### config.mk
export PLATFORM = sky130hd
export DESIGN_NAME = uart_tx_fifo_flat
export DESIGN_NICKNAME = d
export VERILOG_FILES = /design/src/rtl/uart_tx_fifo_if.sv /design/src/rtl/uart_tx_fifo.sv /design/src/flat_wrapper.sv
export SDC_FILE = /design/constraint.sdc
export NUM_CORES = 1
export LEC_CHECK = 0
export CAP_MARGIN = 25
export CORE_MARGIN = 2
export CORE_UTILIZATION = 30
export CTS_BUF_LIST = sky130_fd_sc_hd__clkbuf_2
export CTS_CLUSTER_DIAMETER = 100
export DETAILED_ROUTE_END_ITERATION = 16
export GPL_ROUTABILITY_DRIVEN = 0
export GPL_TIMING_DRIVEN = 0
export PLACE_DENSITY = 0.52
export SYNTH_ARGS = -nofsm -noshare
export SYNTH_HDL_FRONTEND = slang
export SYNTH_SLANG_ARGS = --single-unit
### constraint.sdc
create_clock -name clk -period 3.9 [get_ports clk]
set_clock_uncertainty 0.1 [all_clocks]
set_input_delay 0.585 -clock clk [delete_from_list [all_inputs] [get_ports clk]]
set_output_delay 0.585 -clock clk [all_outputs]
set_load 0.02 [all_outputs]
### src/rtl/uart_tx_fifo_if.sv
// ============================================================================
// Module   : uart_tx_fifo_if
// Summary  : Valid/ready word handshake between a producer and the UART
//            transmit FIFO.
// Revision : 1.0 - initial release
// ============================================================================
`default_nettype none

interface uart_tx_fifo_if #(
   parameter int DATA_BITS = 8
) ();

   logic                 tx_valid;
   logic [DATA_BITS-1:0] tx_data;
   logic                 tx_ready;

   // Producer side
   modport master (
      output tx_valid,
      output tx_data,
      input  tx_ready
   );

   // Transmitter side
   modport slave (
      input  tx_valid,
      input  tx_data,
      output tx_ready
   );

endinterface

`default_nettype wire

### src/rtl/uart_tx_fifo.sv
// ============================================================================
// Module   : uart_tx_fifo
// Summary  : Single-clock UART transmitter with integrated transmit FIFO and
//            internal baud counter. Configurable data width, parity and stop
//            bits; words arrive over a valid/ready handshake.
// Revision : 1.0 - initial release
// ============================================================================
`default_nettype none

module uart_tx_fifo #(
   parameter int CLKS_PER_BIT = 868,
   parameter int DATA_BITS    = 8,
   parameter int PARITY       = 0,
   parameter int STOP_BITS    = 1,
   parameter int FIFO_DEPTH   = 16
) (
   input  logic                          clk,
   input  logic                          reset,
   uart_tx_fifo_if.slave                 tx,
   output logic                          tx_busy,
   output logic [$clog2(FIFO_DEPTH):0]   fifo_count,
   output logic                          RsTx
);

   localparam int ADDR_W = $clog2(FIFO_DEPTH);
   localparam int CNT_W  = ADDR_W + 1;
   localparam int BAUD_W = $clog2(CLKS_PER_BIT);
   localparam int IDX_W  = $clog2(DATA_BITS);

   localparam logic [CNT_W-1:0]  c_depth     = CNT_W'(FIFO_DEPTH);
   localparam logic [BAUD_W-1:0] c_last_baud = BAUD_W'(CLKS_PER_BIT - 1);
   localparam logic [IDX_W-1:0]  c_last_bit  = IDX_W'(DATA_BITS - 1);
   localparam logic              c_last_stop = 1'(STOP_BITS - 1);
   localparam bit                c_has_par   = (PARITY != 0);

   typedef enum logic [2:0] {
      S_IDLE   = 3'd0,
      S_START  = 3'd1,
      S_DATA   = 3'd2,
      S_PARITY = 3'd3,
      S_STOP   = 3'd4
   } state_t;

   // FIFO storage and bookkeeping
   logic [DATA_BITS-1:0] r_mem [FIFO_DEPTH];
   logic [ADDR_W-1:0]    r_wr_ptr;
   logic [ADDR_W-1:0]    r_rd_ptr;
   logic [CNT_W-1:0]     r_count;

   logic                 w_ready;
   logic                 w_push;
   logic                 w_pop;
   logic                 w_has_word;
   logic [DATA_BITS-1:0] w_head;
   logic                 w_head_par;

   // Transmit FSM registers and their next values
   state_t               r_state;
   state_t               w_state_n;
   logic [BAUD_W-1:0]    r_baud;
   logic [BAUD_W-1:0]    w_baud_n;
   logic [IDX_W-1:0]     r_bit;
   logic [IDX_W-1:0]     w_bit_n;
   logic [IDX_W-1:0]     w_bit_inc;
   logic                 r_stop;
   logic                 w_stop_n;
   logic [DATA_BITS-1:0] r_word;
   logic [DATA_BITS-1:0] w_word_n;
   logic                 r_par;
   logic                 w_par_n;
   logic                 r_line;
   logic                 w_line_n;

   logic                 w_baud_end;
   logic                 w_last_bit;
   logic                 w_last_stop;

   // Ready comes only from the registered count, so no combinational path
   // runs from tx_valid back to tx_ready.
   assign w_ready     = (r_count < c_depth);
   assign w_push      = tx.tx_valid && w_ready;
   assign w_has_word  = (r_count != '0);
   assign w_head      = r_mem[r_rd_ptr];

   assign w_baud_end  = (r_baud == c_last_baud);
   assign w_last_bit  = (r_bit == c_last_bit);
   assign w_last_stop = (r_stop == c_last_stop);
   assign w_bit_inc   = r_bit + IDX_W'(1);

   assign tx.tx_ready = w_ready;
   assign fifo_count  = r_count;
   assign tx_busy     = (r_state != S_IDLE);
   assign RsTx        = r_line;

   // Parity of the word being popped is captured with it, so the shift of
   // the data bits never has to be undone later in the frame.
   generate
      if (PARITY == 2) begin : g_par_odd
         assign w_head_par = ~(^w_head);
      end else begin : g_par_even
         assign w_head_par = ^w_head;
      end
   endgenerate

   // FIFO storage write; contents need no reset because the count gates reads.
   always_ff @(posedge clk) begin
      if (w_push) begin
         r_mem[r_wr_ptr] <= tx.tx_data;
      end
   end

   // FIFO pointers wrap naturally; fullness is tracked by the count alone.
   always_ff @(posedge clk) begin
      if (reset) begin
         r_wr_ptr <= '0;
         r_rd_ptr <= '0;
         r_count  <= '0;
      end else begin
         if (w_push) begin
            r_wr_ptr <= r_wr_ptr + ADDR_W'(1);
         end
         if (w_pop) begin
            r_rd_ptr <= r_rd_ptr + ADDR_W'(1);
         end
         case ({w_push, w_pop})
            2'b10:   r_count <= r_count + CNT_W'(1);
            2'b01:   r_count <= r_count - CNT_W'(1);
            default: r_count <= r_count;
         endcase
      end
   end

   // FSM state, counters, latched word and the registered serial line.
   always_ff @(posedge clk) begin
      if (reset) begin
         r_state <= S_IDLE;
         r_baud  <= '0;
         r_bit   <= '0;
         r_stop  <= 1'b0;
         r_word  <= '0;
         r_par   <= 1'b0;
         r_line  <= 1'b1;
      end else begin
         r_state <= w_state_n;
         r_baud  <= w_baud_n;
         r_bit   <= w_bit_n;
         r_stop  <= w_stop_n;
         r_word  <= w_word_n;
         r_par   <= w_par_n;
         r_line  <= w_line_n;
      end
   end

   // Next state, next line level and pop; the line is computed one cycle
   // ahead so it is driven straight from a flop.
   always_comb begin
      w_state_n = r_state;
      w_baud_n  = r_baud + BAUD_W'(1);
      w_bit_n   = r_bit;
      w_stop_n  = r_stop;
      w_word_n  = r_word;
      w_par_n   = r_par;
      w_line_n  = r_line;
      w_pop     = 1'b0;

      case (r_state)
         S_IDLE: begin
            w_baud_n = '0;
            w_line_n = 1'b1;
            if (w_has_word) begin
               w_pop     = 1'b1;
               w_state_n = S_START;
               w_word_n  = w_head;
               w_par_n   = w_head_par;
               w_line_n  = 1'b0;
            end
         end

         S_START: begin
            if (w_baud_end) begin
               w_state_n = S_DATA;
               w_baud_n  = '0;
               w_bit_n   = '0;
               w_line_n  = r_word[0];
            end
         end

         S_DATA: begin
            if (w_baud_end) begin
               w_baud_n = '0;
               if (w_last_bit) begin
                  if (c_has_par) begin
                     w_state_n = S_PARITY;
                     w_line_n  = r_par;
                  end else begin
                     w_state_n = S_STOP;
                     w_stop_n  = 1'b0;
                     w_line_n  = 1'b1;
                  end
               end else begin
                  w_bit_n  = w_bit_inc;
                  w_line_n = r_word[w_bit_inc];
               end
            end
         end

         S_PARITY: begin
            if (w_baud_end) begin
               w_state_n = S_STOP;
               w_baud_n  = '0;
               w_stop_n  = 1'b0;
               w_line_n  = 1'b1;
            end
         end

         S_STOP: begin
            if (w_baud_end) begin
               w_baud_n = '0;
               if (w_last_stop) begin
                  // Back-to-back frames start with no idle gap.
                  if (w_has_word) begin
                     w_pop     = 1'b1;
                     w_state_n = S_START;
                     w_word_n  = w_head;
                     w_par_n   = w_head_par;
                     w_line_n  = 1'b0;
                  end else begin
                     w_state_n = S_IDLE;
                     w_line_n  = 1'b1;
                  end
               end else begin
                  w_stop_n = r_stop + 1'b1;
                  w_line_n = 1'b1;
               end
            end
         end

         default: begin
            w_state_n = S_IDLE;
            w_baud_n  = '0;
            w_line_n  = 1'b1;
         end
      endcase
   end

endmodule

`default_nettype wire

### src/flat_wrapper.sv
// flat-port wrapper written by rule: the top's interface ports become plain ports
module uart_tx_fifo_flat 
#(
   parameter int CLKS_PER_BIT = 868,
   parameter int DATA_BITS    = 8,
   parameter int PARITY       = 0,
   parameter int STOP_BITS    = 1,
   parameter int FIFO_DEPTH   = 16
)
  (clk, reset, tx_busy, fifo_count, RsTx, tx_tx_valid, tx_tx_data, tx_tx_ready);
  uart_tx_fifo_if #(.DATA_BITS(DATA_BITS)) tx_i ();
  input  logic clk;
  input  logic reset;
  output logic tx_busy;
  output logic [$clog2(FIFO_DEPTH):0] fifo_count;
  output logic RsTx;
  input wire logic [$bits(tx_i.tx_valid)-1:0] tx_tx_valid;
  input wire logic [$bits(tx_i.tx_data)-1:0] tx_tx_data;
  output wire logic [$bits(tx_i.tx_ready)-1:0] tx_tx_ready;
  assign tx_i.tx_valid = tx_tx_valid;
  assign tx_i.tx_data = tx_tx_data;
  assign tx_tx_ready = tx_i.tx_ready;
  uart_tx_fifo #(.CLKS_PER_BIT(CLKS_PER_BIT), .DATA_BITS(DATA_BITS), .PARITY(PARITY), .STOP_BITS(STOP_BITS), .FIFO_DEPTH(FIFO_DEPTH)) u_core (.clk(clk), .reset(reset), .tx(tx_i), .tx_busy(tx_busy), .fifo_count(fifo_count), .RsTx(RsTx));
endmodule
After elaboration in Yosys (flattened, before gate mapping)
Memory sizes are Yosys's and may differ from the RTL's. A register that Yosys moved wholly into a read port is not among the register bits.
Cells that the tools add are included.
{"block": "classes", "muxes": 42, "eq_ne": 16, "reduce_logical": 15, "magnitude_cmp": 2, "add_sub_neg": 7, "bitwise": 1}
{"operator": "$mux W3", "count": 10}
{"operator": "$mux W8", "count": 3}
{"operator": "$mux W1", "count": 19}
{"operator": "$pmux W8 S2", "count": 1}
{"operator": "$pmux W3 S5", "count": 1}
{"operator": "$ne A2 B1 Y1 const B", "count": 6}
{"operator": "$add A10 B1 Y10 const B", "count": 1}
{"operator": "$eq A10 B10 Y1 const B", "count": 1}
{"operator": "$pmux W5 S2", "count": 1}
{"operator": "$add A4 B1 Y4 const B", "count": 2}
{"operator": "$mux W4", "count": 2}
{"operator": "$reduce_and A4 Y1", "count": 2}
{"operator": "$reduce_and A7 Y1", "count": 1}
{"operator": "$eq A3 B2 Y1 const B", "count": 2}
{"operator": "$eq A3 B3 Y1 const B", "count": 2}
{"operator": "$pmux W3 S2", "count": 1}
{"operator": "$reduce_bool A2 Y1", "count": 3}
{"operator": "$reduce_bool A3 Y1", "count": 2}
{"operator": "$add A5 B1 Y5 const B", "count": 1}
{"operator": "$lt A5 B5 Y1 const B", "count": 1}
{"operator": "$pmux W1 S5", "count": 1}
{"operator": "$reduce_and A5 Y1", "count": 1}
{"operator": "$reduce_bool A5 Y1", "count": 1}
{"operator": "$sub A5 B1 Y5 const B", "count": 1}
{"operator": "other kinds (16)", "count": 17}
{"block": "word_totals", "ramBits": 128, "ff_bits": 39, "mem_count": 1, "in_bits": 11, "elab_cells": 93, "output_inout_bits": 8}
{"name": "u_core.r_mem", "words": 16, "width": 8, "read_ports": 1, "rd_clocked_by_memory_dff": 1, "write_ports": 1, "line": "uart_tx_fifo.sv:45", "text": "logic [DATA_BITS-1:0] r_mem [FIFO_DEPTH];"}

Longest topological paths before layout
Gate-level depths: netlist of the first run.
{"block": "depth", "ltp_word": 7, "ltp_mapped": 14, "depth_no_buf": 12}

Least setup slack after synthesis of the first run
No wires, ideal clock.
{"block": "synth_path", "path_kind": "register to register", "start": "reg u_core.r_count[2], in the netlist u_core.fifo_count[2]", "end": "reg u_core.r_count[4], in the netlist u_core.fifo_count[4]", "path_stages_with_launch": 13, "t_required_ns": 3.677, "setup_slack_ns": 0.451, "synth_period_minus_slack_ns": 3.449, "t_arrival_ns": 3.226, "cell_sequence": "dfxtp_1 > or4_4 > o21ai_1 > nor2_1 > buf_6 > ha_1 > clkbuf_1 > xor2_1 > ha_1 > a211o_1 > nor3b_1 > a211oi_2 > mux2_1"}
{"block": "synth_between", "elab_chain_len": 7, "elab_cells_between_ends": 13}
{"item": "start: declaration", "line": "uart_tx_fifo.sv:48", "text": "logic [CNT_W-1:0] r_count;"}
{"item": "start signal: assignment", "line": "uart_tx_fifo.sv:126", "text": "2'b10: r_count <= r_count + CNT_W'(1);"}
{"item": "start signal: assignment", "line": "uart_tx_fifo.sv:127", "text": "2'b01: r_count <= r_count - CNT_W'(1);"}
{"item": "start signal: assignment", "line": "uart_tx_fifo.sv:128", "text": "default: r_count <= r_count;"}
{"item": "$reduce_bool A5 Y1 *", "line": "uart_tx_fifo.sv:82", "text": "assign w_has_word = (r_count != '0);"}
{"item": "$mux W1 *", "line": "uart_tx_fifo.sv:170, uart_tx_fifo.sv:221"}
{"item": "$mux W1", "line": "uart_tx_fifo.sv:219", "text": "if (w_last_stop) begin"}
{"item": "$mux W1", "line": "uart_tx_fifo.sv:217", "text": "if (w_baud_end) begin"}
{"item": "$pmux W1 S2 *", "line": "uart_tx_fifo.sv:166", "text": "case (r_state)"}
{"item": "net u_core.w_pop", "line": "uart_tx_fifo.sv:52", "text": "logic w_pop;"}
{"item": "$eq A2 B1 Y1 / $eq A2 B2 Y1 (equally long branches)", "line": "uart_tx_fifo.sv:125", "text": "case ({w_push, w_pop})"}
{"item": "$pmux W5 S2 / $reduce_bool A2 Y1 (equally long branches)"}
The timed path passes the listed nets; every way through them passes the cells marked *.
A chain may end at the register's enable or synchronous reset.

Worst setup path after layout of the first run
Same ends and word-level chain as after synthesis.

==> results of run 1 <==
==> power by group through the flow <==
stage / Combinational (W) / Clock, W / Sequential (W)
detailed placement: 0.00114 / 0 / 0.00216
global route: 0.00123 / 0.00112 / 0.00213
floorplan: 0.000810 / 0 / 0.00216
CTS: 0.00114 / 0.00105 / 0.00212
finish: 0.00112 / 0.00101 / 0.00212
global placement: 0.00112 / 0 / 0.00216
==> registers in the layout, indices dropped and copies added, names as in the netlist, named ones only <==
signal	count
u_core.RsTx	1
u_core.fifo_count	5
u_core.r_baud	10
u_core.r_bit	3
u_core.r_mem	128
u_core.r_rd_ptr	4
u_core.r_state	3
u_core.r_word	8
u_core.r_wr_ptr	4
==> tightest hold or removal path: cells and delay by family <==
kind                   cells  cell delay (ns)
buffers and inverters      1             0.17
and+or+nand+nor            1             0.11
muxes                      1             0.12
==> cell usage in the layout (no fill, tap or decap), types with 8 or more instances in the layout <==
cell,instances
buf_2,10
nand2_1,24
nor3_1,10
nor2_1,47
a221oi_1,8
inv_1,9
edfxtp_1,128
o22ai_1,9
a22o_1,8
nand3_1,8
clkbuf_2,17
clkdlybuf4s50_1,17
a21oi_1,11
ha_1,10
dfxtp_1,42
clkbuf_1,14
mux4_2,34
==> metal layers <==
metal / vias up / track usage / share of wire
met5: - / 0 / 0
met4: 0 / 0.0380 / 0.0091
met3: 7 / 0.0281 / 0.050
met2: 66 / 0.202 / 0.49
met1: 1968 / 0.168 / 0.45
li1: 1813 / - / -
==> per-stage QoR <==
step	setup TNS, ns	instances	area (µm²)
final	0	785	7800
after global routing	0	785	7800
after CTS	0	785	7800
after detailed placement	-0.0470	753	7500
after global placement	-0.0562	749	7480
after floorplan	0	447	6950
==> cell type report <==
class	instances	area [µm²]	area share
Timing Repair Buffer	21	190	0.0244
Clock inverter	15	209	0.0268
Multi-Input combinational cell	244	2130	0.274
Sequential cell	170	4680	0.601
Buffer	23	101	0.0130
Clock buffer	17	85.1	0.0109
Inverter	9	33.8	0.00433
Antenna cell	1	2.50	0.000321
Tap cell	285	357	0.0457
==> repair_timing <==
item	CTS	global route
setup endpoints to repair	1	2
resized for setup	1	1
pin swaps	0	0
buffers inserted	0	0
hold buffers	0	0
==> path summary, 6_finish.rpt <==
check / end / slack [ns] / cells past startpoint
worst max register to register: u_core.fifo_count[4]$_SDFFE_PP0P_ / 0.25 / 11
worst min-delay path: u_core.fifo_count[4]$_SDFFE_PP0P_ / 0.15 / 3
worst max-delay path: u_core.fifo_count[4]$_SDFFE_PP0P_ / 0.25 / 11
worst min register to register: u_core.r_bit[1]$_SDFFE_PP0P_ / 0.38 / 2
==> cell families after synthesis <==
kind of cell	count (synthesis)
and+or+nand+nor	122
DFF	170
AOI/OAI and AO/OA	56
adders and majority gates	10
muxes	41
xor gates and xnor gates	15
buffers and inverters	33
==> results.toml, run 1 <==
[route]
ant_nets = 0
drtPass1Iterations = 4
num_vias = 3854
wirelength_um = 14400
wl_per_cell_um = 18.3
drc_errors = 0
drtIter0Drc = 241
avgViaCountPerCell = 4.91

[clock_tree]
cts.sinks = 170
htreeDepth = 4
cts_tree = "done"
clock_latency_ns = 0.78
clock_path_buffers = 2
cts-buffers-inserted = 17
cts_root_buf = "clkbuf_2"
clk_pin_slew_ns = 0.29

[placement]
place_ws_ns = -0.0470
numPortBuffers = 17
dp_hpwl_um = 9580

[floorplanning]
die-height_um = 156
die_w_um = 156
die_area_um2 = 24400
num_rows = 55
io_pins = 19
initial_utilization = 0.306
design.core.area_um2 = 22700

[grt]
grt_usage = 0.125
grt_max_degree = 22
gr-total-overflow = 0
antenna_found_initial = 1
grt_pass1_wl_um = 22600
grt_pass1_vias = 3945

[timing]
max_slew_margin = 0.428
worst_hold_slack_ns = 0.154
drv_slew = 0
fin_crit_sh = 0.936
setup_violations = 0
layout_setup_ws_ns = 0.249
rsz0062_at_grt = "no"
period_needed_ns = 3.65
hold_viol_final = 0
fmax_mhz = 274
tightestPinTransition_ns = 0.855

[hold_path]
worstHoldStart = "reset"
min_path_type = "input pin to flip-flop"

[critical_path]
cp_max_fo = 10
crit_chain = "or4_4 > o21ai_1 > nor2_2 > buf_6 > ha_1 > xor2_1 > ha_1 > a211o_1 > nor3b_1 > a211oi_2 > mux2_1"
cpMaxStageDelayCell = "or4_4"
slowest_delay_ns = 0.57
cp.arrival_ns = 4.23
r2r-start = "u_core.fifo_count[2]$_SDFFE_PP0P_"
crit_required_ns = 4.48
path_delay_family = "simple AND/OR/NAND/NOR gates"
cp_common_cell = "ha_1"
path_class = "flip-flop to flip-flop"
cp-start-kind = "flip-flop"
crit_path_end_kind = "flip-flop"
crit_buf_inv = 1
crit_path_start = "u_core.fifo_count[2]$_SDFFE_PP0P_"

[layout]
drive_above_1_share = 0.176
final_util = 0.343
fin_nets = 507
fillers = 2207
syn_to_final_growth_pct = 12.2

[synthesis]
synth_most_common_cell = "edfxtp_1"
synth_warnings = 0
synth_area_leaders = "edfxtp_1, dfxtp_1, mux4_2"
synth.top_cell.area_share = 0.553
avgSynthCellArea_um2 = 15.5
ys.flop_type = "edfxtp_1"
synthSimpleGateAreaFrac = 0.0880
synth_compound_area_frac = 0.0591
synthMuxAreaShare = 0.121
synth-edff-count = 128
synth_commonest_cells = "edfxtp_1, nor2_1, dfxtp_1"
synth_top_family_by_area = "multiplexers"
synth-adder-area-share = 0.0180
async_flop_share = 0
syn_area_um2 = 6950
yosysSeqAreaShare = 0.674
synthCells = 447
synth_xor_area_frac = 0.0200
ys_seq_elements = 170
netlist-cell-type-count = 55
synth_top_area_cell = "edfxtp_1"
synth_nets = 468

[power_and_ir_drop]
power_density_nw_per_um2 = 545
pwr-share-comb = 0.263
sw_frac_of_total = 0.337
pwr-share-seq = 0.499
vdd_ir_drop_max_uv = 315
p_int_w = 0.00282
clkPwrFrac = 0.238
power_w = 0.00425
p_sw_w = 0.00143
p_leak_nw = 2.48

[outcome]
outcome = "completed"

[flow_run]
max_cap_viol_count = 0
No activity file was read; power rests on OpenSTA's default activity.
==> inputs of run 2 (changes only) <==
- SKIP_CTS_REPAIR_TIMING: default -> 1
==> results of run 2 <==
Same layout as run 1: the final DEF is identical, and so are final timing and power.
==> inputs of run 3 (changes only) <==
- CELL_PAD_IN_SITES_DETAIL_PLACEMENT: default -> 0
- CELL_PAD_IN_SITES_GLOBAL_PLACEMENT: default -> 1
- PLACE_DENSITY: 0.52 -> 0.57
- RECOVER_POWER: default -> 100
==> run 3 against run 2 <==
  * First-iteration DRC count shrank 2.1%
  * Non-clock buffer count unchanged
  * Largest power group unchanged
  * Sequential power barely moved
  * Final cell count unchanged
  * Flip-flop and latch count unchanged
  * Global-route usage increased by 0.22 points
  * Die area did not move
  * Via count hardly changed
==> results.toml, run 3 (same netlist as run 1, synthesis figures left out) <==
[layout]
fillers = 2211
final_area_um2 = 7730
regArea_um2 = 4680
largest_reg_flops = 128
drive_above_1_share = 0.162
multiInputGateArea_um2 = 2130
final_util = 0.340
layout_common_cells = "edfxtp_1, nor2_1, dfxtp_1, mux4_2, nand2_1"
regMostFlops = "u_core.r_mem"
final_common_cell = "edfxtp_1"
top_regs = "u_core.r_mem x128, u_core.r_baud x10, u_core.r_word x8"
syn_to_final_growth_pct = 11.3
fin_nets = 507

[grt]
grt_max_degree = 18
busiest_layer = "met2"
grt_pass1_vias = 3951
grt_use_met1 = 0.169
grt_usage = 0.127
use_met3 = 0.0269
grt_pass1_wl_um = 22800
gr-usage-met2 = 0.211
antenna_found_initial = 1
gr-total-overflow = 0

[floorplanning]
die-height_um = 156
num_rows = 55
die_w_um = 156
die_area_um2 = 24400
initial_utilization = 0.306
design.core.area_um2 = 22700
io_pins = 19

[placement]
postPlaceCellArea_um2 = 7500
numPortBuffers = 17
dp_hpwl_um = 9870

[timing]
period_needed_ns = 3.57
fin_crit_sh = 0.914
worst_hold_slack_ns = 0.200
rsz0062_at_grt = "no"
drv_slew = 0
hold_viol_final = 0
setup_violations = 0
max_slew_margin = 0.389
tightestPinTransition_ns = 0.916
fmax_mhz = 280
tns_ns = 0

[flow_run]
max_cap_viol_count = 0

[route]
wl_per_cell_um = 18.8
ant_nets = 0
drtIter0Drc = 236
num_vias = 3856
avgViaCountPerCell = 4.91
wirelength_um = 14700
drc_errors = 0
drtPass1Iterations = 4

[critical_path]
path_delay_family = "simple AND/OR/NAND/NOR gates"
cp-start-kind = "flip-flop"
cp_max_fo = 10
cp.arrival_ns = 4.09
cpMaxStageDelayCell = "dfxtp_1"
path_class = "flip-flop to flip-flop"
crit_required_ns = 4.42
slowest_delay_ns = 0.44
crit_path_end_kind = "flip-flop"
cp_common_cell = "ha_1"
crit_buf_inv = 1
crit_chain = "ha_1 > nor4bb_2 > a31oi_2 > nor2_2 > buf_6 > ha_2 > xor2_1 > ha_1 > and4b_1 > a21oi_1 > o22ai_1 > a211oi_2 > mux2_1"

[power_and_ir_drop]
power_w = 0.00416
clkPwrFrac = 0.224
pwr-share-comb = 0.267
p_leak_nw = 2.45
power_density_nw_per_um2 = 538
p_sw_w = 0.00135
pwr-share-seq = 0.510
vdd_ir_drop_max_uv = 231
sw_frac_of_total = 0.324
p_int_w = 0.00281

[clock_tree]
clock_latency_ns = 0.73
clk_pin_slew_ns = 0.27
cts-buffers-inserted = 17
clock_path_buffers = 2
cts_root_buf = "clkbuf_2"
cts_tree = "done"
cts.sinks = 170
htreeDepth = 4

[hold_path]
min_path_type = "input pin to flip-flop"

[outcome]
outcome = "completed"
[run 3: changes by cell type in the layout (fill, tap and decap cells not counted), sizes merged]
cell,delta
dlygate4sd3,+16
clkdlybuf4s50,-16
inv,+1
clkinv,-3
clkbuf,+6
clkinvlp,+1
buf,-6
bufinv,+1
[run 3: worst reg2reg max path, cell delays in order (launching register included)]
cell and delay (ns):
dfxtp_1 0.44, ha_1 0.25, nor4bb_2 0.33, a31oi_2 0.29, nor2_2 0.27, buf_6 0.19
ha_2 0.29, xor2_1 0.10, ha_1 0.24, and4b_1 0.20, a21oi_1 0.14, o22ai_1 0.11
a211oi_2 0.18, mux2_1 0.33
[run 3: power groups by stage]
stage	sequential (W)	combinational, W	clock [W]
after floorplan	0.00216	0.000810	0
after global routing	0.00213	0.00122	0.00104
final	0.00212	0.00111	0.000930
after global placement	0.00216	0.00113	0
after CTS	0.00212	0.00115	0.000972
after detailed placement	0.00216	0.00115	0
[run 3: per-layer routing]
metal,part of all wire,up-vias
li1,-,1811
met5,0,-
met3,0.027,14
met2,0.50,50
met4,0.014,0
met1,0.46,1981
[run 3: cell type report]
class                           instances  area share
Antenna cell                            1    0.000324
Multi-Input combinational cell        244       0.275
Buffer                                 23      0.0128
Tap cell                              285      0.0461
Timing Repair Buffer                   21      0.0240
Clock buffer                           17      0.0110
Sequential cell                       170       0.606
Clock inverter                         15      0.0202
Inverter                                9     0.00437
[run 3: through the flow]
step,setup slack (ns),cells
CTS,-0.194,785
global placement,-0.116,749
floorplan,0.451,447
finish,0.334,785
global route,0.0690,785
detailed placement,-0.121,753
[run 3: worst paths after layout]
check,to,depth (start not counted),from,slack (ns)
setup reg to reg,u_core.fifo_count[4]$_SDFFE_PP0P_,13,u_core.r_baud[0]$_SDFF_PP0_,0.33
hold / removal,u_core.fifo_count[2]$_SDFFE_PP0P_,3,reset,0.20
setup / recovery,u_core.fifo_count[4]$_SDFFE_PP0P_,13,u_core.r_baud[0]$_SDFF_PP0_,0.33
hold reg to reg,u_core.r_bit[2]$_SDFFE_PP0P_,2,u_core.r_bit[2]$_SDFFE_PP0P_,0.38
